`config.mk`:
```
export PLATFORM = sky130hd
export DESIGN_NAME = shift_channel_arbiter
export DESIGN_NICKNAME = d
export VERILOG_FILES = /design/src/rtl/shift_ctrl_pkg.sv /design/src/rtl/rr_arbiter.sv /design/src/rtl/shift_channel_arbiter.sv
export SDC_FILE = /design/constraint.sdc
export NUM_CORES = 1
export LEC_CHECK = 0
export CORE_ASPECT_RATIO = 0.75
export CORE_MARGIN = 2
export CORE_UTILIZATION = 35
export CTS_CLUSTER_DIAMETER = 150
export CTS_CLUSTER_SIZE = 24
export DETAILED_ROUTE_END_ITERATION = 8
export DONT_BUFFER_PORTS = 1
export GPL_TIMING_DRIVEN = 0
export PLACE_DENSITY = 0.6
export SLEW_MARGIN = 5
export SYNTH_ARGS = -nofsm -noshare
export SYNTH_HDL_FRONTEND = slang
export SYNTH_SLANG_ARGS = --single-unit
```
`constraint.sdc`:
```
create_clock -name Clk_In -period 3.95 [get_ports Clk_In]
set_input_delay 0.79 -clock Clk_In [delete_from_list [all_inputs] [get_ports Clk_In]]
set_output_delay 0.79 -clock Clk_In [all_outputs]
set_load 0.05 [all_outputs]
```
`src/rtl/shift_ctrl_pkg.sv`:
```
// Purpose : shared types and constants for the shift channel arbiter.
// Contents: FSM state encoding, default requester/frame sizes and the
//           helper that sizes the bit counter.
package shift_ctrl_pkg;

  typedef enum logic [1:0] {
    ST_IDLE  = 2'd0,
    ST_SHIFT = 2'd1,
    ST_GAP   = 2'd2
  } state_e;

  localparam int DEF_NUM_REQ    = 4;
  localparam int DEF_DATA_WIDTH = 8;

  // Bit counter width; never below one bit so the vector stays legal.
  function automatic int cnt_width(input int width);
    return (width <= 2) ? 1 : $clog2(width);
  endfunction

endpackage

```
`src/rtl/rr_arbiter.sv`:
```
// Purpose : combinational round-robin select. The search starts at ptr_i
//           and wraps modulo NUM_REQ; the first asserted request wins.
// Ports   : req_i        request vector
//           ptr_i        priority pointer (highest priority index)
//           grant_oh_o   one-hot winner (all zero when nothing requests)
//           grant_idx_o  winner index
//           valid_o      at least one request present
module rr_arbiter #(
  parameter int NUM_REQ = 4,
  parameter int IW      = $clog2(NUM_REQ)
) (
  input  logic [NUM_REQ-1:0] req_i,
  input  logic [IW-1:0]      ptr_i,
  output logic [NUM_REQ-1:0] grant_oh_o,
  output logic [IW-1:0]      grant_idx_o,
  output logic               valid_o
);

  always_comb begin
    int idx;
    idx         = 0;
    grant_oh_o  = '0;
    grant_idx_o = '0;
    valid_o     = 1'b0;
    for (int k = 0; k < NUM_REQ; k++) begin
      idx = int'(ptr_i) + k;
      if (idx >= NUM_REQ) idx = idx - NUM_REQ;
      // Only the first hit after the pointer is kept.
      if (!valid_o && req_i[idx]) begin
        valid_o         = 1'b1;
        grant_idx_o     = IW'(idx);
        grant_oh_o[idx] = 1'b1;
      end
    end
  end

endmodule

```
`src/rtl/shift_channel_arbiter.sv`:
```
// Purpose : shares one serial shift channel among NUM_REQ parallel
//           requesters. In IDLE the round-robin winner's word is loaded
//           into a right-shifting register and sent LSB first, one bit per
//           enabled clock, followed by a one-cycle GAP.
// Request contract: Req_In is a level sampled only in IDLE. Data_In of a
//           requesting lane must be stable until its grant; a request that
//           drops before being sampled is simply withdrawn. A request still
//           high when the FSM returns to IDLE competes again.
// Ports   : Clk_In, Reset_In (async active-low)
//           Req_In / Data_In       requester levels and packed lane data
//           Shift_En_In            advance enable during SHIFT
//           Grant_Out              one-cycle one-hot capture pulse
//           Owner_Out              current/last granted index
//           Serial_Data_Out        current bit, 0 outside SHIFT
//           Frame_Valid_Out        high in SHIFT
//           Busy_Out               high in SHIFT and GAP
//           Done_Out               one-cycle pulse in the GAP cycle
//           Dbg_State_Out          FSM state for observation
// All outputs come straight from registers.
module shift_channel_arbiter
  import shift_ctrl_pkg::*;
#(
  parameter int NUM_REQ    = DEF_NUM_REQ,
  parameter int DATA_WIDTH = DEF_DATA_WIDTH
) (
  input  logic                          Clk_In,
  input  logic                          Reset_In,
  input  logic [NUM_REQ-1:0]            Req_In,
  input  logic [NUM_REQ*DATA_WIDTH-1:0] Data_In,
  input  logic                          Shift_En_In,
  output logic [NUM_REQ-1:0]            Grant_Out,
  output logic [$clog2(NUM_REQ)-1:0]    Owner_Out,
  output logic                          Serial_Data_Out,
  output logic                          Frame_Valid_Out,
  output logic                          Busy_Out,
  output logic                          Done_Out,
  output state_e                        Dbg_State_Out
);

  localparam int IW = $clog2(NUM_REQ);
  localparam int CW = cnt_width(DATA_WIDTH);
  localparam logic [CW-1:0] LAST_BIT = CW'(DATA_WIDTH - 1);

  state_e                  state_q, state_d;
  logic [IW-1:0]           ptr_q, ptr_d;
  logic [IW-1:0]           owner_q, owner_d;
  logic [DATA_WIDTH-1:0]   shreg_q, shreg_d;
  logic [CW-1:0]           cnt_q, cnt_d;
  logic [NUM_REQ-1:0]      grant_q, grant_d;
  logic                    serial_q, serial_d;
  logic                    valid_q, valid_d;
  logic                    busy_q, busy_d;
  logic                    done_q, done_d;

  logic [NUM_REQ-1:0]      win_oh;
  logic [IW-1:0]           win_idx;
  logic                    win_valid;

  rr_arbiter #(
    .NUM_REQ (NUM_REQ),
    .IW      (IW)
  ) u_rr (
    .req_i       (Req_In),
    .ptr_i       (ptr_q),
    .grant_oh_o  (win_oh),
    .grant_idx_o (win_idx),
    .valid_o     (win_valid)
  );

  always_comb begin
    state_d = state_q;
    ptr_d   = ptr_q;
    owner_d = owner_q;
    shreg_d = shreg_q;
    cnt_d   = cnt_q;
    grant_d = '0;
    done_d  = 1'b0;

    unique case (state_q)
      ST_IDLE: begin
        if (win_valid) begin
          state_d = ST_SHIFT;
          shreg_d = Data_In[int'(win_idx)*DATA_WIDTH +: DATA_WIDTH];
          cnt_d   = '0;
          owner_d = win_idx;
          // Pointer moves past the winner so a persistent requester yields.
          ptr_d   = (win_idx == IW'(NUM_REQ - 1)) ? '0 : win_idx + 1'b1;
          grant_d = win_oh;
        end
      end
      ST_SHIFT: begin
        if (Shift_En_In) begin
          shreg_d = shreg_q >> 1;
          if (cnt_q == LAST_BIT) begin
            state_d = ST_GAP;
            done_d  = 1'b1;
          end else begin
            cnt_d = cnt_q + 1'b1;
          end
        end
      end
      ST_GAP: begin
        state_d = ST_IDLE;
      end
      default: begin
        state_d = ST_IDLE;
      end
    endcase

    // Registered outputs are derived from next state so they line up with
    // the cycle they describe.
    serial_d = (state_d == ST_SHIFT) ? shreg_d[0] : 1'b0;
    valid_d  = (state_d == ST_SHIFT);
    busy_d   = (state_d != ST_IDLE);
  end

  always_ff @(posedge Clk_In or negedge Reset_In) begin
    if (!Reset_In) begin
      state_q  <= ST_IDLE;
      ptr_q    <= '0;
      owner_q  <= '0;
      shreg_q  <= '0;
      cnt_q    <= '0;
      grant_q  <= '0;
      serial_q <= 1'b0;
      valid_q  <= 1'b0;
      busy_q   <= 1'b0;
      done_q   <= 1'b0;
    end else begin
      state_q  <= state_d;
      ptr_q    <= ptr_d;
      owner_q  <= owner_d;
      shreg_q  <= shreg_d;
      cnt_q    <= cnt_d;
      grant_q  <= grant_d;
      serial_q <= serial_d;
      valid_q  <= valid_d;
      busy_q   <= busy_d;
      done_q   <= done_d;
    end
  end

  assign Grant_Out       = grant_q;
  assign Owner_Out       = owner_q;
  assign Serial_Data_Out = serial_q;
  assign Frame_Valid_Out = valid_q;
  assign Busy_Out        = busy_q;
  assign Done_Out        = done_q;
  assign Dbg_State_Out   = state_q;

endmodule

```
==> flow_metrics.env <==
export IMPL_grt_util_all_layers=0.145
export IMPL_path_cells="buf_2, inv_1, ha_1, buf_6, mux4_2, o211ai_2, and2_4, buf_6, buf_6, mux2i_1, o221ai_1"
export IMPL_tns_ps=0
export IMPL_syn_nets=213
export IMPL_synth_flop_cell="dfrtp_1"
export IMPL_fmax_mhz=290
export IMPL_io_pins=51
export IMPL_maxCapViolCount=0
export IMPL_critPathKind="register to register"
export IMPL_cts_max_level=1
export IMPL_post_cts_resized=0
export IMPL_power_leakage_nw=0.806
export IMPL_ys_ff_latch=25
export IMPL_syn_to_final_growth_pct=7.07
export IMPL_reg2reg_to="shreg_q[1]"
export IMPL_min_period_ps=3440
export IMPL_ys_seq_area_frac=0.368
export IMPL_num_rows=21
export IMPL_drive_above_1_share=0.128
export IMPL_start_kind="register"
export IMPL_finalPower_w=0.00176
export IMPL_dieWidth_um=84.5
export IMPL_setup_viol=0
export IMPL_ant_nets=0
export IMPL_tightest_slew_ps=667
export IMPL_yosys_area_share_simple=0.141
export IMPL_post_route_period_util=0.872
export IMPL_post_cts_buffers=0
export IMPL_drc=0
export IMPL_die_h_um=64.3
export IMPL_drt_first_pass_iters=4
export IMPL_slew_headroom=0.555
export IMPL_postCtsHoldBufs=0
export IMPL_yosysWarningCount=0
export IMPL_worst_path_most_repeated_cell="buf_6"
export IMPL_cp_max_fo=10
export IMPL_antenna_found_initial=0
export IMPL_netlist_area_um2=1700
export IMPL_ctsRootBufferMaster="clkbuf_8"
export IMPL_clk_latency_ps=280
export IMPL_rr_worst_depth=11
export IMPL_vias=1368
export IMPL_grt_ovfl_total=0
export IMPL_cts_buffers=3
export IMPL_finalMaxSlewViolations=0
export IMPL_path_buf_inv=5
export IMPL_port_buffers=0
export IMPL_crit_family="buffers and inverters"
export IMPL_synth_top_area_cell="dfrtp_1"
export IMPL_final_nets=218
export IMPL_cts_sinks=25
export IMPL_antennaDiodeCount=0
export IMPL_gp_congestion=0.787
export IMPL_die_area_um2=5430
export IMPL_grt_pass1_wl_mm=6.21
export IMPL_via_per_inst=5.97
export IMPL_power_density_nw_per_um2=965
export IMPL_syn_area_per_cell_um2=10.1
export IMPL_tritoncts="done"
export IMPL_r2r_start="ptr_q[0]"
export IMPL_core_region_area_um2=4570
export IMPL_drt_total_wl_mm=3.91
export IMPL_synthMuxAreaShare=0.174
export IMPL_finalHoldViolations=0
export IMPL_startpoint="ptr_q[0]"
export IMPL_cts_buffer_depth=2
export IMPL_slowest_delay_ps=610
export IMPL_first_iter_violations=72
export IMPL_synth_xor_area_share=0
export IMPL_status="finished clean"
export IMPL_dp_hpwl_mm=2.96
export IMPL_regToRegSetupSlack_ps=510
export IMPL_yosys_top_cells_area="dfrtp_1 37%, mux2i_1 11%, nand2_1 4.9%"
export IMPL_synth_compound_area_frac=0.228
export IMPL_synthArstFlopShare=1.00
export IMPL_synth_top_area_frac=0.368
export IMPL_worstPathArrival_ps=3580
export IMPL_synth_adder_area_share=0.0442
export IMPL_hold_class="primary input to asynchronous set/reset pin"
export IMPL_rsz0062_at_grt="false"
export IMPL_vdd_ir_drop_max_mv=0.387
export IMPL_clk_pin_slew_ps=90
export IMPL_netlist_cell_type_count=40
export IMPL_synth_top_family_by_area="compound AO/OA/AOI/OAI gates"
export IMPL_grt_pass1_vias=1259
export IMPL_finClkSkew_ps=3.78
export IMPL_initial_core_util=0.372
export IMPL_critPathRequiredTime_ps=4090
export IMPL_wl_per_cell_um=17.1
export IMPL_syn_inst=168
export IMPL_synth_edf_count=0
export IMPL_grt_max_degree=26
export IMPL_slowest_stage="mux4_2"
export IMPL_end_kind="register"
per-layer routing:
metal	vias to the layer above	global-route usage	part of all wire
met1	641	0.205	0.46
met2	73	0.216	0.44
met3	11	0.0439	0.078
met4	0	0.0377	0.022
met5	-	0	0
li1	643	-	-
state kept, by name (all words and copies together) (netlist names), 2 cells and up:
name           count
Grant_Out          4
Dbg_State_Out      2
cnt_q              3
shreg_q            8
Owner_Out          2
ptr_q              2
how the worst max path moves through the flow:
stage | cells past startpoint | endpoint
floorplan | 11 | shreg_q[7]
global placement | 11 | shreg_q[1]
detailed placement | 11 | shreg_q[1]
CTS | 11 | shreg_q[1]
global route | 11 | shreg_q[1]
finish | 11 | shreg_q[1]
cells in the final DEF, fill, tap and decap left out, types with 2 or more instances in the layout:
| cell type | netlist | layout |
|---|---|---|
| a22o_1 | 4 | 4 |
| o211ai_2 | 2 | 2 |
| and3_1 | 3 | 3 |
| clkbuf_1 | 3 | 3 |
| a21oi_1 | 2 | 2 |
| nand2_1 | 22 | 22 |
| buf_6 | 3 | 3 |
| mux2_2 | 2 | 2 |
| mux4_2 | 2 | 2 |
| inv_1 | 4 | 4 |
| nor2b_1 | 4 | 4 |
| a211oi_1 | 4 | 4 |
| a311oi_1 | 2 | 2 |
| clkbuf_8 | 0 | 3 |
| dfrtp_1 | 25 | 25 |
| a221oi_1 | 4 | 4 |
| nor2_1 | 13 | 13 |
| a21boi_0 | 2 | 2 |
| nor3_1 | 2 | 2 |
| ha_1 | 6 | 6 |
| o21ai_0 | 7 | 7 |
| a211o_1 | 2 | 2 |
| mux2i_1 | 19 | 19 |
| o221ai_1 | 7 | 7 |
| buf_2 | 3 | 3 |
| a22oi_1 | 6 | 6 |
kinds of logic after synthesis:
logic type,count (synthesis)
muxes,25
adders and majority gates,6
and+or+nand+nor,51
DFF,25
buffers and inverters,13
AOI/OAI and AO/OA,48
synthesized netlist by cell type, types with 3 or more instances:
library cell	n
a211oi_1	4
a221oi_1	4
a22o_1	4
a22oi_1	6
and3_1	3
buf_2	3
buf_6	3
clkbuf_1	3
dfrtp_1	25
ha_1	6
inv_1	4
mux2i_1	19
nand2_1	22
nor2_1	13
nor2b_1	4
o21ai_0	7
o221ai_1	7
worst register-to-register path: cells and delay by family (launching register included):
family                   cells  cell delay [ps]
flip-flops                   1              470
adder cells (fa/ha/maj)      1              340
multiplexers                 2              880
buffers and inverters        5              930
AND/OR/NAND/NOR              1              210
AO/OA/AOI/OAI                2              480
stage by stage:
| step | utilization | hold WS, ps | cells | area, um2 | worst slack, ps |
|---|---|---|---|---|---|
| after detailed placement | 0.387 | 495 | 225 | 1770 | 568 |
| after global placement | 0.387 | 490 | 225 | 1770 | 644 |
| after CTS | 0.398 | 187 | 229 | 1820 | 550 |
| final | 0.398 | 195 | 229 | 1820 | 506 |
| after floorplan | - | 470 | 168 | 1700 | 975 |
| after global routing | 0.398 | 170 | 229 | 1820 | 355 |
power breakdown:
part,internal [W],switching (W),total [W],leakage [nW]
Combinational,0.000467,0.000555,0.00102,0.486
Sequential,0.000360,0.000218,0.000578,0.298
Clock,0.0000717,0.0000849,0.000157,0.0217
final cells by class:
class	instances	area (um2)
fill	468	2750
multi-input combinational	130	998
sequential	25	626
tap	57	71.3
buffer	9	60.1
clock buffer	3	41.3
inverter	4	15.0
clock inverter	1	7.51
(Power assumes the default switching activity.)
==> RTL edit, RTL diff (config.mk and constraints unchanged) <==
`DEF_DATA_WIDTH`: 8 -> 6.
--- a/src/rtl/shift_ctrl_pkg.sv
+++ b/src/rtl/shift_ctrl_pkg.sv
@@ -10,7 +10,7 @@
   } state_e;
 
   localparam int DEF_NUM_REQ    = 4;
-  localparam int DEF_DATA_WIDTH = 8;
+  localparam int DEF_DATA_WIDTH = 6;
 
   // Bit counter width; never below one bit so the vector stays legal.
   function automatic int cnt_width(input int width);
Ports: changed (resized Data_In); port bits go from 51 to 43. The function was not compared with the original's and may differ.
==> RTL edit against the unedited design <==
  * Synthesized area down 9.0%
  * Worst setup slack better by 360 ps
  * Routed wire length fell by 5.1%
  * Sequential power is 2% lower
  * Cell count decreased by 7.9%
  * Die area decreased by 8.5%
  * Power fell by 6.7%
  * Clock power is 4% lower
  * Cell area fell by 8.7%
  * Core utilization up 0.21 points
  * Sequential cell count is 2 lower
  * Critical endpoint is now Serial_Data_Out$_DFF_PN0_
  * Highest routed layer unchanged
==> RTL edit: results (changes against the unedited design) <==
Global route
  – Met3 Use GR: 5.57% (+1.2 points)
  – Met2 Resource Use GR: 26.4% (+4.8 points)
  – Global-route wire length before repair: 5.89 mm (-5.1%)
  – Met1 usage: 20.4% (-0.11 points)
  – GRT Util Overall: 16.0% (+1.5 points)
  – Pin count of the biggest net entering global routing: 24 (-7.7%)
  – Vias in the first global route: 1199 (-4.8%)

Placed design
  – Post-Place Setup Slack: 907 ps (+339 ps)
  – GP Congestion: 0.763 (-3.0%)
  – Detailed placement HPWL: 2.83 mm (-4.4%)
  – # port buffers: 0 (unchanged)

Setup path
  – CP max stage cell: o211ai_1
  – Top Family by Delay on Critical Path: compound AO/OA/AOI/OAI gates
  – CP Data Arrival Time: 3220 ps (-360 ps)
  – CP max stage delay: 580 ps (-30 ps)
  – Worst reg2reg path depth: 9 (-2)

Synth
  – Leading post-synthesis cells by cell area: dfrtp_1, mux2i_1, ha_1
  – Cell variety after synth: 42 (+5.0%)
  – Sequential area share after synthesis: 37.2% (+0.40 points)
  – YS warnings: 0 (unchanged)
  – Synth Net Count: 189 (-11%)
  – Commonest cells post-synth: dfrtp_1, nand2_1, nor2_1, o21ai_0, mux2i_1

Status
  – Outcome: completed

Clock tree
  – CTS Buf Count: 3 (unchanged)
  – CTS max path bufs: 2 (unchanged)
  – Worst-Skew Late Latency: 270 ps
  – Setup Buffers After CTS: 0 (unchanged)
  – Worst-path clk slew: 90 ps (about the same)

Cells and area
  – Top reg by flops: shreg_q
  – N_diodes: 0 (unchanged)
  – Share of layout cells above drive strength 1: 12.2% (-0.61 points)
  – Number of flip-flops in the largest register: 6 (-2)
  – Fill count: 422 (-9.8%)

Timing
  – Worst slew margin: 51.4% (-4.2 points)
  – Setup Skew: 7.39 ps (+3.61 ps)

Routing
  – Avg WL per Cell: 17.6 um (+3.0%)
  – Via Count: 1283 (-6.2%)
  – DR iter-0 viols: 112 (+56%)

Power
  – Max VDD drop: 436 uV (+13%)
  – Leak Pwr: 0.688 nW (-15%)
## RTL edit: changes by cell type after synthesis, moves of 3 or more
cell,delta
a211oi_1,-3
a22o_1,-4
and3_1,-3
buf_2,-3
mux2i_1,-9
nand2_1,-5
nand3_1,+4
o21ai_0,+4
o221ai_1,-3
## RTL edit: area by class of cell
cell class                 instances  area share (%)
sequential                        23            34.6
buffer                             6            3.24
clock inverter                     1           0.301
inverter                           5            1.13
multi-input combinational        118            54.1
tap                               55            4.14
clock buffer                       3            2.48
## RTL edit: layer usage
metal / wire length, um / share of wire [%] / vias to the layer above
li1: - / - / 592
met2: 1740 / 47 / 65
met5: 0 / 0 / -
met1: 1610 / 43 / 622
met4: 31 / 0.83 / 0
met3: 336 / 9.0 / 4
## RTL edit: cells by family after synthesis
| group | share of synthesized area, % |
|---|---|
| flip-flops | 37.2 |
| adder cells (fa/ha/maj) | 4.85 |
| AND/OR/NAND/NOR | 15.9 |
| multiplexers | 15.7 |
| AO/OA/AOI/OAI | 21.6 |
| buffers and inverters | 4.69 |
## RTL edit: per-stage QoR
stage | instances | utilization, % | instance area, um^2 | hold WS [ps]
floorplan | 152 | - | 1550 | 492
global placement | 207 | 38.9 | 1620 | 495
detailed placement | 207 | 38.9 | 1620 | 495
CTS | 211 | 40.0 | 1660 | 203
global route | 211 | 40.0 | 1660 | 191
finish | 211 | 40.0 | 1660 | 205
## RTL edit: worst register-to-register path: stages (launching register included)
cell	delay, ps
dfrtp_1	510
buf_6	200
inv_1	80
ha_1	400
mux4_2	360
o21ai_0	160
o211ai_1	580
nor4_1	130
a311oi_1	390
a21boi_1	150
## RTL edit: report_power, final
part	internal [mW]	leakage (nW)	switching [mW]	total, mW
logic	0.425	0.383	0.499	0.925
registers	0.334	0.279	0.230	0.564
clock network	0.0705	0.0255	0.0792	0.150
total	0.829	0.688	0.808	1.64
## RTL edit: worst paths after layout
check | slack [ps] | end | start
min reg2reg | 540 | shreg_q[1]$_DFFE_PN0P_ | shreg_q[2]$_DFFE_PN0P_
max in group asynchronous | 3670 | cnt_q[2]$_DFFE_PN0P_ | Reset_In
min in group Clk_In | 540 | shreg_q[1]$_DFFE_PN0P_ | shreg_q[2]$_DFFE_PN0P_
max | 860 | Serial_Data_Out$_DFF_PN0_ | ptr_q[0]$_DFFE_PN0P_
min | 200 | ptr_q[0]$_DFFE_PN0P_ | Reset_In
max reg2reg | 860 | Serial_Data_Out$_DFF_PN0_ | ptr_q[0]$_DFFE_PN0P_
